[src/rtl/ext_bus_pkg.sv]
`default_nettype none
// ============================================================================
// Module      : ext_bus_pkg
// Description : Shared definitions for the external-bus to AXI4-Lite bridge:
//               bridge state encoding, AXI response codes, and the NOP word
//               returned to the core when a transaction times out.
// Revision    : 1.0 - initial release
// ============================================================================
package ext_bus_pkg;

  // Bridge transaction states (explicit 3-bit encoding).
  typedef enum logic [2:0] {
    IDLE    = 3'd0,
    RD_ADDR = 3'd1,
    RD_DATA = 3'd2,
    WR_REQ  = 3'd3,
    WR_RESP = 3'd4,
    DONE    = 3'd5,
    DRAIN   = 3'd6
  } bridge_state_e;

  // AXI response codes.
  localparam logic [1:0] c_RESP_OKAY   = 2'b00;
  localparam logic [1:0] c_RESP_SLVERR = 2'b10;
  localparam logic [1:0] c_RESP_DECERR = 2'b11;

  // RISC-V "addi x0,x0,0": harmless word handed back on a timed-out access.
  localparam logic [31:0] c_NOP_INSTR = 32'h0000_0013;

endpackage : ext_bus_pkg
`default_nettype wire

[src/rtl/ext_axil_bridge.sv]
`default_nettype none
// ============================================================================
// Module      : ext_axil_bridge
// Description : Converts a simple valid/ready core request (one outstanding
//               access) into AXI4-Lite read or write transactions.
//               Core side : ext_valid, ext_instruction, ext_address,
//                           ext_write_data, ext_write_strobe -> ext_ready,
//                           ext_read_data (registered, valid with ext_ready)
//               AXI side  : AW/W/B and AR/R channels (m_* ports)
//               Status    : bus_error, sticky until reset
//               Optional  : define EXT_AXIL_BRIDGE_TIMEOUT_EN to enable the
//                           per-transaction wait timeout (TIMEOUT_CYCLES) and
//                           the DRAIN state that absorbs late responses.
// Revision    : 1.0 - initial release
// ============================================================================
module ext_axil_bridge
  import ext_bus_pkg::*;
#(
  parameter int TIMEOUT_CYCLES = 255
) (
  input  logic        clk,
  input  logic        reset_n,
  // core request side
  input  logic        ext_valid,
  input  logic        ext_instruction,
  input  logic [31:0] ext_address,
  input  logic [31:0] ext_write_data,
  input  logic [3:0]  ext_write_strobe,
  output logic        ext_ready,
  output logic [31:0] ext_read_data,
  // AXI4-Lite write address
  output logic        m_awvalid,
  input  logic        m_awready,
  output logic [31:0] m_awaddr,
  // AXI4-Lite write data
  output logic        m_wvalid,
  input  logic        m_wready,
  output logic [31:0] m_wdata,
  output logic [3:0]  m_wstrb,
  // AXI4-Lite write response
  input  logic        m_bvalid,
  output logic        m_bready,
  input  logic [1:0]  m_bresp,
  // AXI4-Lite read address
  output logic        m_arvalid,
  input  logic        m_arready,
  output logic [31:0] m_araddr,
  // AXI4-Lite read data
  input  logic        m_rvalid,
  output logic        m_rready,
  input  logic [31:0] m_rdata,
  input  logic [1:0]  m_rresp,
  // status
  output logic        bus_error
);

  bridge_state_e r_state;
  bridge_state_e w_next;

  logic [31:0] r_addr;
  logic [31:0] r_wdata;
  logic [3:0]  r_wstrb;
  logic        r_is_write;
  logic        r_arvalid;
  logic        r_awvalid;
  logic        r_wvalid;
  logic        r_ready;
  logic [31:0] r_rdata;
  logic        r_bus_error;

  logic w_ar_hs;
  logic w_aw_hs;
  logic w_w_hs;
  logic w_r_hs;
  logic w_b_hs;
  logic w_wr_req_done;
  logic w_waiting;
  logic w_to_done;
  logic w_drain_done;
  logic w_timeout;

  // AXI4-Lite carries no instruction/data qualifier on this port set.
  logic w_unused_instr;
  assign w_unused_instr = ext_instruction;

  // --------------------------------------------------------------------------
  // Handshake decode
  // --------------------------------------------------------------------------
  assign m_rready  = (r_state == RD_DATA) || (r_state == DRAIN);
  assign m_bready  = (r_state == WR_RESP) || (r_state == DRAIN);

  assign w_ar_hs   = r_arvalid & m_arready;
  assign w_aw_hs   = r_awvalid & m_awready;
  assign w_w_hs    = r_wvalid  & m_wready;
  assign w_r_hs    = m_rvalid  & m_rready;
  assign w_b_hs    = m_bvalid  & m_bready;

  // Each write channel is finished when it already handshook or does so now.
  assign w_wr_req_done = (~r_awvalid | m_awready) & (~r_wvalid | m_wready);

  assign w_waiting = (r_state == RD_ADDR) || (r_state == RD_DATA) ||
                     (r_state == WR_REQ)  || (r_state == WR_RESP);

  // A response completing in the limit cycle still wins over the timeout.
  assign w_to_done = ((r_state == RD_DATA) && m_rvalid) ||
                     ((r_state == WR_RESP) && m_bvalid);

  // Leave DRAIN only once every request channel is accepted and the
  // matching response has been absorbed.
  assign w_drain_done = (r_is_write ? m_bvalid : m_rvalid) &
                        ~r_arvalid & ~r_awvalid & ~r_wvalid;

  // --------------------------------------------------------------------------
  // Optional wait-cycle timeout
  // --------------------------------------------------------------------------
`ifdef EXT_AXIL_BRIDGE_TIMEOUT_EN
  localparam int c_CNT_W = $clog2(TIMEOUT_CYCLES + 1);

  logic [c_CNT_W-1:0] r_wait_cnt;

  always_ff @(posedge clk or negedge reset_n) begin
    if (!reset_n) begin
      r_wait_cnt <= '0;
    end else if (w_waiting) begin
      r_wait_cnt <= r_wait_cnt + 1'b1;
    end else begin
      r_wait_cnt <= '0;
    end
  end

  assign w_timeout = w_waiting && !w_to_done &&
                     (r_wait_cnt == c_CNT_W'(TIMEOUT_CYCLES - 1));
`else
  localparam int c_unused_timeout = TIMEOUT_CYCLES;
  assign w_timeout = 1'b0;
`endif

  // --------------------------------------------------------------------------
  // FSM
  // --------------------------------------------------------------------------
  always_ff @(posedge clk or negedge reset_n) begin
    if (!reset_n) begin
      r_state <= IDLE;
    end else begin
      r_state <= w_next;
    end
  end

  always_comb begin
    w_next = r_state;
    case (r_state)
      IDLE: begin
        if (ext_valid) begin
          w_next = (|ext_write_strobe) ? WR_REQ : RD_ADDR;
        end
      end
      RD_ADDR: begin
        if (w_timeout)    w_next = DRAIN;
        else if (w_ar_hs) w_next = RD_DATA;
      end
      RD_DATA: begin
        if (m_rvalid)       w_next = DONE;
        else if (w_timeout) w_next = DRAIN;
      end
      WR_REQ: begin
        if (w_timeout)          w_next = DRAIN;
        else if (w_wr_req_done) w_next = WR_RESP;
      end
      WR_RESP: begin
        if (m_bvalid)       w_next = DONE;
        else if (w_timeout) w_next = DRAIN;
      end
      DONE: begin
        w_next = IDLE;
      end
      DRAIN: begin
        if (w_drain_done) w_next = IDLE;
      end
      default: begin
        w_next = IDLE;
      end
    endcase
  end

  // --------------------------------------------------------------------------
  // Request latch and AXI VALID tracking
  // --------------------------------------------------------------------------
  // VALIDs are set only when a request is accepted and dropped only by their
  // own handshake, so they stay stable across a timeout into DRAIN.
  always_ff @(posedge clk or negedge reset_n) begin
    if (!reset_n) begin
      r_addr     <= '0;
      r_wdata    <= '0;
      r_wstrb    <= '0;
      r_is_write <= 1'b0;
      r_arvalid  <= 1'b0;
      r_awvalid  <= 1'b0;
      r_wvalid   <= 1'b0;
    end else if ((r_state == IDLE) && ext_valid) begin
      r_addr     <= ext_address;
      r_wdata    <= ext_write_data;
      r_wstrb    <= ext_write_strobe;
      r_is_write <= |ext_write_strobe;
      r_arvalid  <= ~(|ext_write_strobe);
      r_awvalid  <= |ext_write_strobe;
      r_wvalid   <= |ext_write_strobe;
    end else begin
      if (w_ar_hs) r_arvalid <= 1'b0;
      if (w_aw_hs) r_awvalid <= 1'b0;
      if (w_w_hs)  r_wvalid  <= 1'b0;
    end
  end

  // --------------------------------------------------------------------------
  // Core response and status
  // --------------------------------------------------------------------------
  always_ff @(posedge clk or negedge reset_n) begin
    if (!reset_n) begin
      r_ready     <= 1'b0;
      r_rdata     <= '0;
      r_bus_error <= 1'b0;
    end else begin
      // DONE lasts exactly one cycle, so this is a single-cycle pulse.
      r_ready <= (w_next == DONE) || w_timeout;

      if ((r_state == RD_DATA) && m_rvalid) begin
        r_rdata <= m_rdata;
      end else if (w_timeout) begin
        r_rdata <= c_NOP_INSTR;
      end

      if ((w_r_hs && (m_rresp != c_RESP_OKAY)) ||
          (w_b_hs && (m_bresp != c_RESP_OKAY)) ||
          w_timeout) begin
        r_bus_error <= 1'b1;
      end
    end
  end

  // --------------------------------------------------------------------------
  // Outputs
  // --------------------------------------------------------------------------
  assign ext_ready     = r_ready;
  assign ext_read_data = r_rdata;
  assign bus_error     = r_bus_error;

  assign m_arvalid     = r_arvalid;
  assign m_araddr      = r_addr;
  assign m_awvalid     = r_awvalid;
  assign m_awaddr      = r_addr;
  assign m_wvalid      = r_wvalid;
  assign m_wdata       = r_wdata;
  assign m_wstrb       = r_wstrb;

endmodule : ext_axil_bridge
`default_nettype wire
[config.mk]
export PLATFORM = sky130hd
export DESIGN_NAME = ext_axil_bridge
export DESIGN_NICKNAME = d
export VERILOG_FILES = /design/src/rtl/ext_bus_pkg.sv /design/src/rtl/ext_axil_bridge.sv
export SDC_FILE = /design/constraint.sdc
export NUM_CORES = 1
export LEC_CHECK = 0
export CORE_UTILIZATION = 41
export CTS_CLUSTER_DIAMETER = 120
export DETAILED_ROUTE_END_ITERATION = 8
export GPL_TIMING_DRIVEN = 0
export PLACE_DENSITY = 0.95
export SYNTH_ARGS = -nofsm -noshare
export SYNTH_HDL_FRONTEND = slang
export SYNTH_SLANG_ARGS = --single-unit
[constraint.sdc]
create_clock -name clk -period 2.4 [get_ports clk]
set_input_delay 0.48 -clock clk [delete_from_list [all_inputs] [get_ports clk]]
set_output_delay 0.48 -clock clk [all_outputs]
set_load 0.05 [all_outputs]
==> impl_metrics.yaml, run 1 <==
grt:
  grt_pass1_wl_um: 18700
  gr-total-overflow: 0
  grt_max_degree: 68
  antenna_found_initial: 0
  grtUsageTotal: 0.215
  grt_pass1_vias: 3656
route:
  via_count: 3267
  firstDrtPassIters: 4
  wl_um: 11700
  post_drt_via_cell_ratio: 4.73
  drc: 0
  drt_iter0_drc: 82
  ant_nets: 0
  wl_per_cell_um: 17.0
placed_design:
  routabilityCongestion: 0.760
  port-buffer-count: 250
  placed_cells: 674
  post-place-ws_ns: 0.276
  hpwlAfterDp_um: 9350
worst_setup_path:
  r2r-start: "r_state[0]"
  cpPeakStageDelay_ns: 0.58
  end_kind: "output pin"
  worstSetupStartpointType: "flip-flop"
  path_max_fanout: 8
  crit_path_start: "r_state[2]"
  crit_family: "buffers and inverters"
  critPathSlowestCell: "dlygate4sd2_1"
  reg2regPathDepth: 4
  path_depth: 2
  rrSetupSlack_ns: 0.66
  crit_arrival_ns: 1.73
  critPathRequiredTime_ns: 1.92
  critPathKind: "flip-flop to output pin"
  worstPathCellList: "nor2b_1 -> dlygate4sd2_1"
  cp-endpoint: "m_bready"
  r2r_end: "m_wdata[7]"
  cp_num_buf_inv: 1
cells_and_area:
  final.fill_count: 699
  fin_cells: 690
  regArea_um2: 2730
  diodes: 0
  multi_input_area_um2: 1360
  drive_gt1_frac: 0.195
  nets: 662
  syn_to_final_growth_pct: 65.4
job:
  cap_viol_max_count: 0
clock_tree:
  clock-sinks: 109
  cts_setup_buffers: 0
  numCtsBuffers: 9
  htree_levels: 3
  cts-root-buf: "clkbuf_8"
  tritoncts: "built"
  insertion_delay_ns: 0.36
  clkTransAtPathRegs_ns: 0.10
  cts.repair.resized: 2
  clockBufferDepth: 2
  cts_hold_buf: 0
logic_synthesis:
  syn_area_per_cell_um2: 15.5
  ys_ff_latch: 109
  synth_cell_types: 26
  ys_warn_count: 0
  ys_seq_area_frac: 0.613
  synth_nets: 400
  synth_cells: 287
  syn_area_um2: 4450
sta:
  hold_violations: 0
  final.setup_skew_ns: 0.00621
  setup_violations: 0
  finalMaxSlewViolations: 0
  setup_slack_ns: 0.193
  rsz0062_at_grt: "no"
  fin_crit_ns: 2.21
  fmax_mhz: 453
  tightestPinTransition_ns: 0.826
  final.period_utilization: 0.920
  slew_headroom: 0.449
floorplan:
  core-area_um2: 10400
  fp.dieW_um: 106
  die_y_um: 106
  ios: 252
  floorplan.initialDensity: 0.428
  std_cell_rows: 37
  die_area_um2: 11300
hold_path:
  hp-class: "primary input to asynchronous set/reset pin"
status:
  status: "finished, final reports clean"
-- cells in the final DEF (no fill, tap or decap), types with 3 or more instances in the layout --
| cell | netlist | final |
|---|---|---|
| o21ai_0 | 4 | 4 |
| dfrtp_1 | 109 | 109 |
| clkinvlp_4 | 0 | 3 |
| buf_4 | 33 | 34 |
| clkbuf_8 | 0 | 9 |
| o211ai_1 | 3 | 3 |
| buf_6 | 9 | 9 |
| nand2b_1 | 3 | 3 |
| clkdlybuf4s50_1 | 0 | 247 |
| mux2_2 | 44 | 44 |
| mux2_1 | 56 | 56 |
| nand3b_1 | 4 | 4 |
| nor2b_1 | 4 | 4 |
-- area by class of cell --
class,count,share of cell area
repair buffers,251,0.342
multi-input cells,133,0.185
inverters,2,0.00102
flip-flops and latches,109,0.370
clock inverters,7,0.0136
well taps,136,0.0231
clock buffers,9,0.0168
plain buffers,43,0.0481
-- state kept, by name, indices dropped and copies added (netlist names) --
name	count
bus_error	1
ext_read_data	32
ext_ready	1
m_araddr	32
m_arvalid	1
m_awvalid	1
m_wdata	32
m_wstrb	4
m_wvalid	1
r_is_write	1
r_state	3
-- how the worst min path moves through the flow --
stage                           start                end  slack [ns]  cells after the start
after floorplan               reset_n          bus_error        0.18                      0
after global routing          reset_n  ext_read_data[13]        0.27                      1
after global placement    m_wdata[23]        m_wdata[23]        0.47                      1
after CTS                     reset_n  ext_read_data[14]        0.23                      1
after detailed placement  m_wdata[11]        m_wdata[11]        0.48                      1
final                         reset_n  ext_read_data[14]        0.20                      1
-- synthesized netlist by cell type --
cell type	n	area [µm²]
buf_4	33	248
mux2_2	44	495
nand2_1	2	7.51
nor2b_1	4	25.0
nor2_1	1	3.75
a211o_1	1	8.76
a21o_1	1	7.51
dfrtp_1	109	2730
a311o_1	1	10.0
o21ai_0	4	20.0
nor2_4	1	11.3
mux2i_1	1	10.0
mux2_1	56	631
o41ai_2	1	16.3
nor4_1	1	6.26
o211ai_1	3	22.5
a21oi_1	1	5.00
nand3b_1	4	30.0
nand3_1	1	5.00
nor4b_2	1	15.0
inv_1	2	7.51
o21a_1	1	7.51
buf_6	9	101
a21boi_0	1	7.51
buf_2	1	5.00
nand2b_1	3	18.8
-- cell families (layout without fill, tap and decap cells) --
group	after synthesis	after routing	synth area share
DFF	109	109	0.613
AOI/OAI and AO/OA	14	14	0.0236
and+or+nand+nor	18	18	0.0275
buffers and inverters	45	312	0.0812
muxes	101	101	0.255
-- layer usage --
metal / vias to the layer above / part of all wire / GRT usage
met4: 0 / 0.019 / 0.0744
met2: 148 / 0.55 / 0.402
met1: 1614 / 0.37 / 0.240
met3: 17 / 0.067 / 0.0441
met5: - / 0 / 0
li1: 1488 / - / -
-- per-stage QoR --
step / setup TNS (ns) / hold WS [ns] / instance area [µm²] / util
finish: 0 / 0.204 / 7360 / 0.707
global route: 0 / 0.271 / 7360 / 0.707
CTS: 0 / 0.230 / 7360 / 0.707
detailed placement: 0 / 0.477 / 7140 / 0.686
global placement: -338.33 / 0.467 / 7130 / 0.684
floorplan: 0 / 0.184 / 4450 / -
Power of run 1 is not shown: default switching activity piles up to over one toggle a cycle in this logic, so the estimate is an artifact.
==> run 2, diff against run 1 <==
--- a/config.mk
+++ b/config.mk
@@ -5,6 +5,7 @@
 export SDC_FILE = /design/constraint.sdc
 export NUM_CORES = 1
 export LEC_CHECK = 0
+export CORE_MARGIN = 5
 export CORE_UTILIZATION = 41
 export CTS_CLUSTER_DIAMETER = 120
 export DETAILED_ROUTE_END_ITERATION = 8
==> run 2 against run 1 <==
Effect of this change: clock skew fell by 0.0026 ns; largest cell class unchanged; critical endpoint unchanged; worst setup slack got worse by 0.055 ns; non-clock buffer count did not move; core utilization fell by 2.6 points; hold slack got worse by 0.041 ns; maximum frequency fell by 2.5%; clock-buffer cell count rose by 4; cell area fell by 0.61%; routed wire length rose by 3.5%.
==> impl_metrics.yaml, run 2 (synthesis gave the netlist of run 1 again) <==
placed_design:
  placed_cells: 678
  routabilityCongestion: 0.818
  placed_area_um2: 7160
  port-buffer-count: 250
  hpwlAfterDp_um: 9900
route:
  post_drt_via_cell_ratio: 4.71
  wl_per_cell_um: 17.5
  firstDrtPassIters: 4
  ant_nets: 0
  drc: 0
  wl_um: 12100
  via_count: 3256
  drt_iter0_drc: 82
worst_setup_path:
  end_kind: "output pin"
  critPathRequiredTime_ns: 1.92
  path_max_fanout: 8
  crit_arrival_ns: 1.78
  worstSetupStartpointType: "flip-flop"
  critPathKind: "flip-flop to output pin"
grt:
  grt_max_degree: 58
  grtUsageTotal: 0.186
  grt_pass1_vias: 3608
  antenna_found_initial: 0
  gr-total-overflow: 0
  grt_pass1_wl_um: 18900
sta:
  finalMaxSlewViolations: 0
  fin_crit_ns: 2.26
  rsz0062_at_grt: "no"
  fin_tns_setup_ns: 0
  final.period_utilization: 0.943
  hold_violations: 0
  slew_headroom: 0.537
  final.setup_skew_ns: 0.00357
  hold_ws_ns: 0.163
  setup_violations: 0
  tightestPinTransition_ns: 0.695
  fmax_mhz: 442
clock_tree:
  clock-sinks: 109
  insertion_delay_ns: 0.35
  clkTransAtPathRegs_ns: 0.09
  cts.repair.resized: 2
  tritoncts: "built"
  cts_hold_buf: 0
  cts-root-buf: "clkbuf_8"
  cts_setup_buffers: 0
  clockBufferDepth: 2
  htree_levels: 3
  numCtsBuffers: 9
cells_and_area:
  fin_cells: 692
  diodes: 0
  final.fill_count: 746
  final_area_um2: 7320
  drive_gt1_frac: 0.188
  regArea_um2: 2730
  multi_input_area_um2: 1360
  syn_to_final_growth_pct: 64.4
  nets: 662
  final_cell_mix: "clkdlybuf4s50_1, dfrtp_1, mux2_1"
  final_common_cell: "clkdlybuf4s50_1"
hold_path:
  hp-class: "primary input to asynchronous set/reset pin"
job:
  cap_viol_max_count: 0
floorplan:
  floorplan.initialDensity: 0.414
  die_area_um2: 13000
  fp.dieW_um: 114
  die_y_um: 114
  ios: 252
  core-area_um2: 10700
  std_cell_rows: 38
status:
  status: "finished, final reports clean"
[run 2: changes by cell type in the layout (fill, tap and decap cells not counted), sizes merged]
cell      change
bufinv        -2
clkbuf        +4
clkinv        -2
clkinvlp      -2
[run 2: final timing paths]
kind	startpoint	to	slack [ns]	cells past startpoint
min in group clk	m_wdata[1]	m_wdata[1]	0.49	1
worst max register to register	r_state[2]	m_wdata[17]	0.66	4
max in group asynchronous	reset_n	m_wdata[2]	1.53	2
worst min register to register	m_wdata[1]	m_wdata[1]	0.49	1
worst min-delay path	reset_n	ext_read_data[12]	0.16	1
worst max-delay path	r_state[2]	m_bready	0.14	2
[run 2: layout make-up]
type                       instances  area share
clock inverter                     1     0.00103
timing repair buffer             251       0.345
inverter                           2     0.00103
multi-input combinational        133       0.186
sequential                       109       0.373
clock buffer                      13      0.0217
buffer                            43      0.0484
tap                              140      0.0239
[run 2: critical path, stage by stage (launching register included)]
cell and delay, ns:
dfrtp_1 0.50, nor2b_1 0.34, dlygate4sd2_1 0.59
[run 2: routing by layer]
| metal | global-route usage | routed length, µm | share of wire |
|---|---|---|---|
| met3 | 0.0560 | 1120 | 0.092 |
| met1 | 0.208 | 4490 | 0.37 |
| met4 | 0.0649 | 221 | 0.018 |
| met5 | 0 | 0 | 0 |
| met2 | 0.333 | 6300 | 0.52 |
[run 2: metrics by stage]
step | utilization | worst slack [ns]
2_1_floorplan | - | 0.643
3_3_place_gp | 0.664 | -3.07
3_5_place_dp | 0.666 | 0.267
4_1_cts | 0.681 | 0.145
5_1_grt | 0.681 | 0.100
6_report | 0.681 | 0.137
Power of run 2 is left out for the same reason.
==> run 3, diff against run 2 <==
--- a/config.mk
+++ b/config.mk
@@ -5,8 +5,10 @@
 export SDC_FILE = /design/constraint.sdc
 export NUM_CORES = 1
 export LEC_CHECK = 0
-export CORE_MARGIN = 5
-export CORE_UTILIZATION = 41
+export CELL_PAD_IN_SITES_DETAIL_PLACEMENT = 0
+export CELL_PAD_IN_SITES_GLOBAL_PLACEMENT = 1
+export CORE_MARGIN = 2
+export CORE_UTILIZATION = 32
 export CTS_CLUSTER_DIAMETER = 120
 export DETAILED_ROUTE_END_ITERATION = 8
 export GPL_TIMING_DRIVEN = 0
==> run 3 against run 2 <==
Effect of this change: first-iteration DRC count increased by 15%; sequential cell count is the same; cell count rose by 5.8%; clock skew up 0.0022 ns; die area up 14%; routed wire length fell by 3.2%; via count up 0.15%; global-route usage shrank 3.2 points; clock-buffer cell count decreased by 1; worst setup slack better by 0.094 ns; largest cell class unchanged; highest routed layer unchanged.
==> impl_metrics.yaml, run 3 (synthesis gave the netlist of run 1 again) <==
hold_path:
  hp-class: "primary input to asynchronous set/reset pin"
sta:
  setup_violations: 0
  fin_tns_setup_ns: 0
  final.period_utilization: 0.904
  tightestPinTransition_ns: 0.677
  finalMaxSlewViolations: 0
  final.setup_skew_ns: 0.00579
  slew_headroom: 0.549
  fmax_mhz: 461
  rsz0062_at_grt: "no"
  fin_crit_ns: 2.17
  hold_ws_ns: 0.172
  hold_violations: 0
worst_setup_path:
  critPathKind: "flip-flop to output pin"
  critPathRequiredTime_ns: 1.92
  r2r-start: "r_state[2]"
  worstSetupStartpointType: "flip-flop"
  crit_path_start: "m_araddr[3]"
  cpPeakStageDelay_ns: 0.82
  critPathSlowestCell: "clkdlybuf4s50_1"
  crit_arrival_ns: 1.69
  end_kind: "output pin"
  worstPathCellList: "buf_4 -> clkdlybuf4s50_1"
  path_max_fanout: 3
cells_and_area:
  diodes: 0
  syn_to_final_growth_pct: 68.1
  final_cell_mix: "clkdlybuf4s50_1, dfrtp_1, mux2_1"
  final_common_cell: "clkdlybuf4s50_1"
  drive_gt1_frac: 0.188
  nets: 662
grt:
  grt_pass1_vias: 3394
  antenna_found_initial: 0
  gr-total-overflow: 0
  grtUsageTotal: 0.154
  grt_pass1_wl_um: 17500
  grt_max_degree: 60
status:
  status: "finished, final reports clean"
clock_tree:
  clkTransAtPathRegs_ns: 0.06
  clockBufferDepth: 2
  insertion_delay_ns: 0.34
  cts_setup_buffers: 0
  clock-sinks: 109
  cts-root-buf: "clkbuf_16"
  tritoncts: "built"
  htree_levels: 3
  numCtsBuffers: 9
floorplan:
  std_cell_rows: 43
  ios: 252
  floorplan.initialDensity: 0.325
  die_area_um2: 14900
  fp.dieW_um: 122
  core-area_um2: 13700
  die_y_um: 122
placed_design:
  port-buffer-count: 250
  hpwlAfterDp_um: 9410
  routabilityCongestion: 0.735
route:
  wl_per_cell_um: 16.0
  firstDrtPassIters: 4
  drt_iter0_drc: 94
  ant_nets: 0
  post_drt_via_cell_ratio: 4.45
  drc: 0
  wl_um: 11700
  via_count: 3261
job:
  cap_viol_max_count: 0
==> run 3: cell types whose count changed in the layout (fill, tap and decap cells not counted), sizes merged <==
cell      change
clkinvlp      -1
clkbuf        -1
bufinv        +1
clkinv        +1
==> run 3: metrics by stage <==
stage,instance area (µm²),setup WS (ns),std cells,utilization
floorplan,4450,0.643,287,-
global placement,7180,-3.16,717,0.523
detailed placement,7210,0.281,718,0.525
CTS,7480,0.196,732,0.546
global route,7480,0.125,732,0.546
finish,7480,0.231,732,0.546
==> run 3: worst max-delay path: cells and delay by family, from the launching register on <==
| kind | cells | cell delay [ns] |
|---|---|---|
| buf+inv | 2 | 0.95 |
| flops | 1 | 0.40 |
==> run 3: area by class of cell <==
class	count	area, µm²
fillers	1129	6230
flip-flops and latches	109	2730
repair buffers	251	2520
multi-input cells	133	1360
plain buffers	43	354
clock buffers	12	246
well taps	180	225
clock inverters	2	35.0
inverters	2	7.51
==> run 3: final timing paths <==
check                      cells past startpoint  slack, ns          endpoint
max in group asynchronous                      2       1.51  ext_read_data[7]
min reg2reg                                    1       0.48         bus_error
max                                            2       0.23       m_awaddr[3]
max reg2reg                                    4       0.69      m_araddr[13]
min in group clk                               1       0.48         bus_error
min                                            1       0.17       m_araddr[9]
==> run 3: routing by layer <==
layer  track usage  routed length, µm
met5             0                  0
met2         0.277               6050
met4        0.0618                218
met1         0.160               4280
met3        0.0599               1190
==> run 3: timing repair <==
| item | in CTS | in global routing |
|---|---|---|
| resized for setup | 2 | 0 |
| hold buffers | 0 | 0 |
| endpoints found under the setup margin | 2 | 0 |
Power of run 3 is left out for the same reason.
==> variant 1, RTL diff (settings of run 2) <==
The 7 states of `bridge_state_e` get a one-hot encoding in 7 bits.
--- a/src/rtl/ext_bus_pkg.sv
+++ b/src/rtl/ext_bus_pkg.sv
@@ -11,10 +11,10 @@
   // Bridge transaction states (explicit 3-bit encoding).
-  typedef enum logic [2:0] {
-    IDLE    = 3'd0,
-    RD_ADDR = 3'd1,
-    RD_DATA = 3'd2,
-    WR_REQ  = 3'd3,
-    WR_RESP = 3'd4,
-    DONE    = 3'd5,
-    DRAIN   = 3'd6
+  typedef enum logic [6:0] {
+    IDLE    = 7'b0000001,
+    RD_ADDR = 7'b0000010,
+    RD_DATA = 7'b0000100,
+    WR_REQ  = 7'b0001000,
+    WR_RESP = 7'b0010000,
+    DONE    = 7'b0100000,
+    DRAIN   = 7'b1000000
   } bridge_state_e;
Behaviour: no difference found for any inputs over 4 cycles, from zero or initial values and one cycle with reset_n low; so few cycles prove little.
==> variant 1 against run 2 <==
Via count grew 29%. Worst setup slack lost 0.0063 ns. Utilization grew 0.99 points. Sequential cell count grew 4. Critical path type unchanged. Area after synthesis grew 10%. Final area grew 12%. Routed wire length grew 16%.
==> variant 1: results (changes against run 2) <==
worst_setup_path:
  rrSetupSlack_ns: 0.43  # -0.23 ns
  ff2ff_path_depth: 6  # +2
  rr_endpoint: "m_araddr[24]"
  worstSetupEndpoint: "m_rready"
  path_max_fanout: 10  # +2
  rr_startpoint: "r_state[4]"
outcome:
  status: "finished, final reports clean"
global_route:
  met1_usage_pct: 21.3  # +0.42 points
  grt_max_degree: 64  # +10%
  use_met3_pct: 7.55  # +1.9 points
  grt_use_met2_pct: 34.6  # +1.2 points
  grt_pass1_vias: 4460  # +24%
  grt_pass1_wl_mm: 22.2  # +17%
  grt.total_usage_pct: 19.8  # +1.2 points
synth:
  synth_fp_nets: 586  # +47%
  ys_top_cells_by_count: "208 x nand2_1, 112 x dfrtp_1, 33 x buf_4"
  synthMuxAreaShare_pct: 9.70  # -16 points
  syn_avg_cell_area_um2: 10.4  # -33%
  ys_seq_area_share_pct: 57.7  # -3.5 points
timing:
  finalClockSkew_ns: 0.0152  # +0.0116 ns
  slew_headroom_pct: 60.2  # +6.5 points
place:
  dpl_cell_area_um2: 7610  # +6.4%
  place_inst: 871  # +28%
cts:
  cts_inserted_buffers: 17  # +8
  cts_root_buf: "clkbuf_16"
routing:
  vias: 4215  # +29%
  dr.first_iter.drc_count: 239  # +190%
finish:
  drive_gt1_share_pct: 15.9  # -3.0 points
[variant 1: cell types whose count changed in the layout (fill, tap and decap cells not counted), moves of 17 or more]
cell,before,now
clkbuf_16,0,17
mux2_1,56,0
mux2_2,44,4
mux2_4,0,28
nand2_1,2,208
[variant 1: worst max-delay path, stage by stage, from the launching register on]
cell	delay, ns
dfrtp_1	0.40
clkbuf_1	0.23
nor2_2	0.25
and4b_1	0.27
clkbuf_4	0.25
[variant 1: area by class of cell]
type | count | area, µm²
fillers | 890 | 3660
flip-flops and latches | 113 | 2830
repair buffers | 251 | 2530
multi-input cells | 304 | 1700
clock buffers | 22 | 464
plain buffers | 55 | 379
well taps | 147 | 184
clock inverters | 10 | 110
inverters | 1 | 3.75
[variant 1: worst min path at each step]
stage / startpoint / end / slack, ns / cells after the start
3_3_place_gp: m_wdata[10] / m_wdata[10] / 0.45 / 2
3_5_place_dp: m_wdata[28] / m_wdata[28] / 0.45 / 2
6_report: reset_n / m_araddr[5] / 0.03 / 1
4_1_cts: reset_n / m_araddr[5] / 0.04 / 1
2_1_floorplan: reset_n / bus_error / 0.18 / 0
5_1_grt: reset_n / m_araddr[5] / 0.06 / 1
[variant 1: kinds of logic (layout without fill, tap and decap cells)]
kind of cell,count (synthesis),count (layout)
AO/OA/AOI/OAI,20,20
XOR/XNOR,3,3
buffers and inverters,56,339
flip-flops,113,113
multiplexers,33,33
AND/OR/NAND/NOR,248,248
[variant 1: routing by layer]
metal,share of wire (%),routed length (µm),vias to the layer above
met3,8.2,1160,28
met4,2.5,348,0
met2,51,7200,170
met5,0,0,-
met1,38,5310,1988
li1,-,-,2029
[variant 1: power by group through the flow]
stage / registers, mW / clock network, mW / logic [mW]
6_report: 2.93 / 2.40 / 6.64
5_1_grt: 3.02 / 2.57 / 7.01
4_1_cts: 2.94 / 2.46 / 6.70
3_5_place_dp: 2.96 / 0 / 6.69
3_3_place_gp: 2.93 / 0 / 6.59
2_1_floorplan: 4.90 / 0 / 2.44
[variant 1: metrics by stage]
stage               worst slack [ns]  hold slack (ns)  util, %
detailed placement           -0.0955            0.455     64.2
finish                         0.131           0.0263     69.1
global route                 0.00358           0.0561     69.1
CTS                         -0.00518           0.0362     69.0
floorplan                      0.395            0.184        -
global placement               -3.50            0.449     64.0
==> variant 2, RTL diff (settings of run 2) <==
Made on the original files. The option `EXT_AXIL_BRIDGE_TIMEOUT_EN` is turned on by a define.
--- a/src/rtl/ext_axil_bridge.sv
+++ b/src/rtl/ext_axil_bridge.sv
@@ -15,2 +15,4 @@
 // ============================================================================
+`define EXT_AXIL_BRIDGE_TIMEOUT_EN
+
 module ext_axil_bridge
Behaviour: same outputs for any inputs over 4 cycles, from zero or initial values and one cycle with reset_n low; that may be too few to reach the edited logic, so the function may still have changed.
==> variant 2 against run 2 <==
Area after synthesis grew 11%. First-iteration DRC count rose to 3.6 times the old value. Critical path type unchanged. Sequential cell count up 8. Worst setup slack got worse by 0.011 ns. Count of clock-buffer cells in the layout grew 12. Non-clock buffer count is 15 higher. Critical endpoint is now m_rready. Hold slack lost 0.14 ns. Utilization increased by 0.43 points. Routed wire length is 34% higher. Final area increased by 12%.
==> variant 2: results (changes against run 2) <==
synth:
  ys_top_cells_by_count: "268 x nand2_1, 117 x dfrtp_1, 33 x buf_4"
  ys_seq_area_share_pct: 59.0  # -2.3 points
  synth_fp_nets: 662  # +66%
  yosysUniqueCellTypes: 39  # +50%
  yosys-top-cells-area: "dfrtp_1 59%, nand2_1 20%, buf_4 5.0%"
  synth-compound-area-share_pct: 5.19  # +2.8 points
  synthMuxAreaShare_pct: 0.227  # -25 points
  synth_xor_area_share_pct: 1.39  # +1.4 points
cts:
  ctsHtreeMaxLevel: 4  # +1
  path_clk_slew_ns: 0.05  # -0.04 ns
  cts_root_buf: "clkbuf_16"
  clk_latency_ns: 0.41  # +0.06 ns
  cts_inserted_buffers: 17  # +8
place:
  gp_congestion: 0.832  # +1.7%
  hpwlAfterDp_mm: 12.2  # +24%
routing:
  dr.first_iter.drc_count: 295  # +260%
  avgRoutedWirePerCell_um: 16.7  # -4.7%
  via_per_inst: 4.89  # +4.0%
hold_path:
  min_path_type: "in2async"
finish:
  drive_gt1_share_pct: 9.18  # -9.7 points
  fill_cells: 908  # +22%
  num-nets-final: 932  # +41%
worst_setup_path:
  rr_endpoint: "m_wdata[0]"
  rrSetupSlack_ns: 0.33  # -0.33 ns
  path_max_fanout: 10  # +2
global_route:
  grt_pass1_wl_mm: 25.4  # +34%
  grt_pass1_vias: 5053  # +40%
  grt.total_usage_pct: 22.9  # +4.3 points
timing:
  slew_headroom_pct: 51.6  # -2.1 points
  timing.hold.ws_ns: 0.0255  # -0.138 ns
  finalClockSkew_ns: 0.00712  # +0.00356 ns
outcome:
  status: "finished, final reports clean"
[variant 2: cell count changes after synthesis, moves of 4 or more]
cell      change
buf_2         +4
buf_6         -6
clkbuf_1     +16
dfrtp_1       +8
mux2_1       -56
mux2_2       -43
nand2_1     +266
nand2b_1      +5
nand3_1       +4
nor2_1       +13
o21ai_0      +26
xor2_1        +5
[variant 2: metal layers]
| layer | wire (µm) | up-vias | track usage [%] |
|---|---|---|---|
| met4 | 415 | 0 | 9.66 |
| met1 | 5760 | 2290 | 23.7 |
| met2 | 8480 | 219 | 40.0 |
| li1 | - | 2229 | - |
| met3 | 1640 | 32 | 10.2 |
| met5 | 0 | - | 0 |
[variant 2: worst max-delay path: stages (launching register included)]
cell and delay, ns:
dfrtp_1 0.39, buf_2 0.23, nand2b_1 0.15, inv_1 0.11, clkdlybuf4s15_1 0.51
[variant 2: through the flow]
stage / instance area [µm²] / power, mW / worst slack [ns] / std cells / utilization (%)
final: 8200 / 13.9 / 0.126 / 975 / 68.5
after global routing: 8200 / 14.6 / 0.0123 / 975 / 68.5
after CTS: 8200 / 14.0 / 0.0903 / 975 / 68.5
after detailed placement: 7680 / 11.7 / -0.107 / 945 / 64.2
after global placement: 7650 / 11.5 / -3.62 / 944 / 64.0
after floorplan: 4960 / 8.72 / 0.616 / 547 / -
[variant 2: timing repair]
item	in CTS	in global routing
gates cloned	0	0
hold buffers	0	0
setup endpoints to repair	2	1
resized for setup	2	1
[variant 2: worst max path at each step]
stage | startpoint | cells after the start | to
final | r_state[1] | 4 | m_rready
after CTS | r_state[1] | 4 | m_rready
after global routing | r_state[1] | 4 | m_rready
after global placement | reset_n | 1 | ext_read_data[20]
after detailed placement | ext_valid | 6 | m_wstrb[1]
after floorplan | r_state[1] | 6 | ext_read_data[0]
[variant 2: cells by family (layout without fill, tap and decap cells)]
family / Yosys count / after routing
AND/OR/NAND/NOR: 315 / 315
multiplexers: 1 / 1
AO/OA/AOI/OAI: 44 / 44
buffers and inverters: 61 / 342
XOR/XNOR: 7 / 7
adder cells (fa/ha/maj): 2 / 2
flip-flops: 117 / 117
[variant 2: power groups by stage]
stage	logic [mW]	registers, mW	clock network, mW
after global placement	8.07	3.38	0
final	8.22	3.42	2.23
after global routing	8.64	3.55	2.37
after floorplan	2.59	6.13	0
after detailed placement	8.25	3.43	0
after CTS	8.28	3.42	2.27
[variant 2: cell type report]
| type | instances | area share [%] |
|---|---|---|
| sequential | 117 | 35.7 |
| timing repair buffer | 251 | 30.9 |
| multi-input combinational | 369 | 20.2 |
| clock buffer | 25 | 6.04 |
| buffer | 58 | 4.52 |
| tap | 147 | 2.24 |
| clock inverter | 5 | 0.305 |
| inverter | 3 | 0.137 |
